### config.mk
export PLATFORM = sky130hd
export DESIGN_NAME = sequenciador_notas
export DESIGN_NICKNAME = d
export VERILOG_FILES = /design/src/rtl/seq_notas_pkg.sv /design/src/rtl/sequenciador_notas_gerador_tick.sv /design/src/rtl/sequenciador_notas.sv
export SDC_FILE = /design/constraint.sdc
export NUM_CORES = 1
export LEC_CHECK = 0
export ABC_AREA = 1
export CORE_MARGIN = 5
export CORE_UTILIZATION = 40
export CTS_CLUSTER_SIZE = 25
export DETAILED_ROUTE_END_ITERATION = 8
export GPL_TIMING_DRIVEN = 0
export SYNTH_ARGS = -nofsm -noshare
export SYNTH_HDL_FRONTEND = slang
export SYNTH_HIERARCHICAL = 1
export SYNTH_SLANG_ARGS = --single-unit
### constraint.sdc
create_clock -name clk -period 2.3 [get_ports clk]
set_input_delay 0.345 -clock clk [delete_from_list [all_inputs] [get_ports clk]]
set_output_delay 0.345 -clock clk [all_outputs]
set_load 0.005 [all_outputs]
### src/rtl/seq_notas_pkg.sv
// Shared types and entry-layout helpers for the melody sequencer.
// An entry is {tom, nota[2:0], dur[DUR_W-1:0]}, MSB first.
package seq_notas_pkg;

  typedef enum logic {
    IDLE = 1'b0,
    PLAY = 1'b1
  } state_t;

  localparam int NOTA_W    = 3;
  localparam int DUR_W_DEF = 4;
  localparam int ENTRY_W   = 1 + NOTA_W + DUR_W_DEF;
  localparam int DUR_LSB   = 0;

  function automatic int entry_w(input int dur_w);
    return 1 + NOTA_W + dur_w;
  endfunction

  function automatic int nota_lsb(input int dur_w);
    return dur_w;
  endfunction

  function automatic int tom_bit(input int dur_w);
    return dur_w + NOTA_W;
  endfunction

endpackage

### src/rtl/sequenciador_notas_gerador_tick.sv
// Prescaler: one-cycle tick on the last clock of every PRESCALE-cycle window.
// A synchronous clear restarts the window at count zero.
module gerador_tick #(
  parameter int PRESCALE = 4
) (
  input  logic clk,
  input  logic rst_n,
  input  logic clr,
  output logic tick
);

  localparam int CW = (PRESCALE > 1) ? $clog2(PRESCALE) : 1;
  localparam logic [CW-1:0] LAST = CW'(PRESCALE - 1);

  logic [CW-1:0] cnt;

  always_ff @(posedge clk or negedge rst_n) begin
    if (!rst_n) begin
      cnt <= '0;
    end else if (clr || (cnt == LAST)) begin
      cnt <= '0;
    end else begin
      cnt <= cnt + 1'b1;
    end
  end

  assign tick = !clr && (cnt == LAST);

endmodule

### src/rtl/sequenciador_notas.sv
// Melody sequencer: steps through a writable note table and presents each
// {TOM, NOTAS} pair for (dur+1) prescaled ticks, with optional looping.
module sequenciador_notas
  import seq_notas_pkg::*;
#(
  parameter int DEPTH    = 8,
  parameter int PRESCALE = 4,
  parameter int DUR_W    = 4
) (
  input  logic                      clk,
  input  logic                      rst_n,
  input  logic                      wr_en,
  input  logic [2:0]                wr_addr,
  input  logic [NOTA_W+DUR_W:0]     wr_data,
  input  logic [3:0]                length,
  input  logic                      loop,
  input  logic                      start,
  input  logic                      stop,
  output logic                      busy,
  output logic                      done,
  output logic                      TOM,
  output logic [2:0]                NOTAS
);

  localparam int EW = entry_w(DUR_W);
  localparam int TB = tom_bit(DUR_W);
  localparam int NB = nota_lsb(DUR_W);
  localparam logic [2:0] AMASK  = 3'(DEPTH - 1);
  localparam logic [3:0] DEPTH4 = 4'(DEPTH);

  logic [EW-1:0]    tbl [DEPTH];
  state_t           state_q, state_d;
  logic [2:0]       idx_q;
  logic [3:0]       len_q;
  logic             loop_q;
  logic [DUR_W-1:0] dcnt_q, dur_q;
  logic             tom_q;
  logic [2:0]       nota_q;
  logic             done_q;

  logic             tick;
  logic             ld_first, ld_next, go_idle, fin;
  logic             last, expire;
  logic [2:0]       nidx;
  logic [3:0]       len_c;
  logic [EW-1:0]    ent;

  // Prescaler is held cleared while idle so the first window starts at the start edge.
  gerador_tick #(
    .PRESCALE(PRESCALE)
  ) u_tick (
    .clk  (clk),
    .rst_n(rst_n),
    .clr  (state_q == IDLE),
    .tick (tick)
  );

  always_comb begin
    len_c  = (length > DEPTH4) ? DEPTH4 : length;
    last   = ({1'b0, idx_q} == (len_q - 4'd1));
    nidx   = last ? 3'd0 : (idx_q + 3'd1);
    expire = tick && (dcnt_q == dur_q);
    ent    = tbl[(ld_first ? 3'd0 : nidx) & AMASK];
  end

  always_comb begin
    state_d  = state_q;
    ld_first = 1'b0;
    ld_next  = 1'b0;
    go_idle  = 1'b0;
    fin      = 1'b0;
    case (state_q)
      IDLE: begin
        if (start && (length != 4'd0)) begin
          state_d  = PLAY;
          ld_first = 1'b1;
        end
      end
      PLAY: begin
        // Abort outranks entry expiry on the same edge.
        if (stop) begin
          state_d = IDLE;
          go_idle = 1'b1;
        end else if (expire) begin
          if (last && !loop_q) begin
            state_d = IDLE;
            go_idle = 1'b1;
            fin     = 1'b1;
          end else begin
            ld_next = 1'b1;
          end
        end
      end
      default: state_d = IDLE;
    endcase
  end

  always_ff @(posedge clk or negedge rst_n) begin
    if (!rst_n) begin
      state_q <= IDLE;
    end else begin
      state_q <= state_d;
    end
  end

  always_ff @(posedge clk or negedge rst_n) begin
    if (!rst_n) begin
      idx_q  <= '0;
      len_q  <= '0;
      loop_q <= 1'b0;
      dcnt_q <= '0;
      dur_q  <= '0;
      tom_q  <= 1'b0;
      nota_q <= '0;
      done_q <= 1'b0;
    end else begin
      done_q <= fin;
      if (ld_first) begin
        len_q  <= len_c;
        loop_q <= loop;
        idx_q  <= 3'd0;
      end
      if (ld_first || ld_next) begin
        tom_q  <= ent[TB];
        nota_q <= ent[TB-1:NB];
        dur_q  <= ent[DUR_W-1:0];
        dcnt_q <= '0;
        if (ld_next) begin
          idx_q <= nidx;
        end
      end else if (go_idle) begin
        tom_q  <= 1'b0;
        nota_q <= '0;
        dur_q  <= '0;
        dcnt_q <= '0;
      end else if ((state_q == PLAY) && tick) begin
        dcnt_q <= dcnt_q + 1'b1;
      end
    end
  end

  // Loads read the pre-write contents when address and edge coincide.
  always_ff @(posedge clk or negedge rst_n) begin
    if (!rst_n) begin
      for (int i = 0; i < DEPTH; i++) begin
        tbl[i] <= '0;
      end
    end else if (wr_en) begin
      tbl[wr_addr & AMASK] <= wr_data;
    end
  end

  assign busy  = (state_q == PLAY);
  assign done  = done_q;
  assign TOM   = tom_q;
  assign NOTAS = nota_q;

endmodule

==> results.json <==
{
  "outcome": "finished clean",
  "vias": 3742,
  "crit_fanout": 10,
  "synth.distinct_cells": 33,
  "antenna_cells": 0,
  "min_to": "u_tick/cnt[0]",
  "path_cells": "inv_2 -> ha_1 -> xnor2_1 -> nor2_1 -> nand3_2 -> buf_6 -> buf_2 -> nand3_1 -> nand2_1 -> nand2_1 -> nand3_1 -> nand3_1 -> nand2_1",
  "tns_ps": 0,
  "coreArea_um2": 10800,
  "nets": 599,
  "cts_max_path_buffers": 2,
  "cp-start-kind": "register",
  "io_pins": 27,
  "area_growth_syn_to_layout_pct": 15.9,
  "die-area_um2": 13100,
  "antenna_found_initial": 0,
  "fin_crit_ps": 2120,
  "p_total_w": 0.00446,
  "grt_start_max_net_pins": 54,
  "seqCellArea_um2": 2200,
  "hold_class": "reg2reg",
  "die_width_um": 114,
  "start_util": 0.405,
  "cts_tree": "built",
  "place_ws_ps": -23.5,
  "cts_buffers": 9,
  "route.detailed.drc": 0,
  "critPathArrivalTime_ps": 2380,
  "rr_endpoint": "NOTAS[0]",
  "grt_pass1_vias": 3738,
  "skew_ps": 11.7,
  "power.density_nw_per_um2": 882,
  "rsz0062_at_grt": "false",
  "clockRootBuffer": "clkbuf_8",
  "synthCells": 535,
  "worstMarginPinSlew_ps": 526,
  "seq_area_frac_synth": 0.504,
  "cp-end-kind": "register",
  "layout_commonest_cell": "nand2_1",
  "final_cell_mix": "154 x nand2_1, 88 x dfrtp_1, 69 x nand3_1",
  "rr_worst_depth": 13,
  "r2r_slack_ps": 180,
  "dr.pass1.iters": 6,
  "hpwl_um": 7890,
  "path_class": "reg2reg",
  "routed_wl_um": 11000,
  "r2r-start": "len_q[0]",
  "avgSynthCellArea_um2": 8.16,
  "hold_slack_ps": 436,
  "slew_headroom": 0.649,
  "fin_ws_ps": 178,
  "synth_area_um2": 4370,
  "first_iter_violations": 281,
  "worst-path-buf-inv": 3,
  "grt_usage": 0.181,
  "placementRows": 38,
  "dp_cells": 702,
  "cts_max_level": 3,
  "grt_pass1_wl_um": 18800,
  "drive_gt1_frac": 0.0933,
  "clock-sinks": 88,
  "clock_latency_ps": 360,
  "leakagePower_nw": 2.46,
  "fin_crit_sh": 0.922,
  "crit_required_ps": 2550,
  "timing.fmax_mhz": 471,
  "ys_ff_latch": 88,
  "syn-num-nets": 560,
  "holdPathStages": 1,
  "hold_violations": 0,
  "yosys_warnings": 6,
  "post_cts.repair.setup_buffers": 0,
  "avgRoutedWirePerCell_um": 15.3,
  "fillers": 1088,
  "gp_congestion": 0.861,
  "port_buffers": 26,
  "cp_top_family": "simple AND/OR/NAND/NOR gates",
  "cap_violations": 0,
  "cpMaxStageDelayCell": "dfrtp_1",
  "cts.clk_slew.worst_paths_ps": 90,
  "critPathMaxStageDelay_ps": 380,
  "ir_drop_mv": 0.422,
  "die_y_um": 114,
  "vias_per_cell": 5.20,
  "finalSetupViolations": 0,
  "drtAntennaViolNets": 0,
  "slew_violations": 0,
  "instances_no_fill": 719,
  "min_from": "u_tick/cnt[0]",
  "grt.overflow.total": 0,
  "multi_input_area_um2": 1810
}
[layout make-up]
type,count,area share
Sequential cell,88,0.435
Multi-Input combinational cell,368,0.358
Timing Repair Buffer,28,0.0584
Inverter,56,0.0430
Clock buffer,14,0.0361
Tap cell,140,0.0346
Buffer,23,0.0282
Clock inverter,2,0.00692
[synthesized netlist by cell type (all sizes together)]
cell	count	area share
xor2	5	0.010
dfrtp	88	0.50
nand4	20	0.029
nor4	1	0.0014
o21ai	60	0.069
a21oi	9	0.011
or2	1	0.0020
nand3b	1	0.0017
ha	4	0.011
xnor2	2	0.0040
o22ai	5	0.0086
clkbuf	13	0.012
a22oi	1	0.0029
buf	10	0.020
clkinv	2	0.0029
o21bai	1	0.0043
nand3	75	0.096
nor2	23	0.020
inv	54	0.046
nor3	1	0.0023
o21a	1	0.0017
nand2	158	0.14
[power by group]
group          switching (W)  internal, W
Combinational       0.000753     0.000531
Sequential          0.000172      0.00184
Clock               0.000540     0.000621
Total                0.00147      0.00299
[cells by family after synthesis]
group,Yosys count,synth area share
flops,88,0.504
compound gates,77,0.0974
fa+ha+maj,4,0.0115
buf+inv,79,0.0814
xor+xnor,7,0.0140
simple gates,280,0.291
[metal layers]
metal	share of wire	GRT usage	up-vias
li1	-	-	1831
met1	0.48	0.260	1800
met2	0.45	0.282	96
met3	0.053	0.0264	15
met4	0.015	0.0578	0
met5	0	0	-
[worst reg2reg max path, delay by kind of cell (launching register included)]
family | cells | cell delay [ps]
buf+inv | 3 | 420
fa+ha+maj | 1 | 300
flops | 1 | 380
simple gates | 8 | 780
xor+xnor | 1 | 130
[flip-flops by register name, summed over array words and instances, names as in the netlist]
signal / flops
tbl: 64
TOM: 1
busy: 1
dcnt_q: 4
u_tick/cnt: 2
done: 1
len_q: 4
idx_q: 3
dur_q: 4
NOTAS: 3
loop_q: 1
[worst max path at each step]
stage / start / cells after the start / end
floorplan: len_q[0] / 11 / NOTAS[0]
global placement: rst_n / 1 / tbl[42]
detailed placement: length[2] / 10 / dur_q[1]
CTS: len_q[0] / 11 / dur_q[2]
global route: len_q[0] / 13 / NOTAS[0]
finish: len_q[0] / 13 / NOTAS[0]
[stage by stage]
| stage | utilization | cell area [um^2] |
|---|---|---|
| 6_report | 0.469 | 5060 |
| 5_1_grt | 0.469 | 5060 |
| 4_1_cts | 0.468 | 5050 |
| 3_5_place_dp | 0.447 | 4830 |
| 3_3_place_gp | 0.445 | 4800 |
| 2_1_floorplan | - | 4370 |
[repair_timing]
action	4_1_cts	5_1_grt
hold buffers	1	0
endpoints found under the setup margin	0	6
hold endpoints to repair	35	0
resized for setup	0	4
Power figures use the tool's default switching activity.
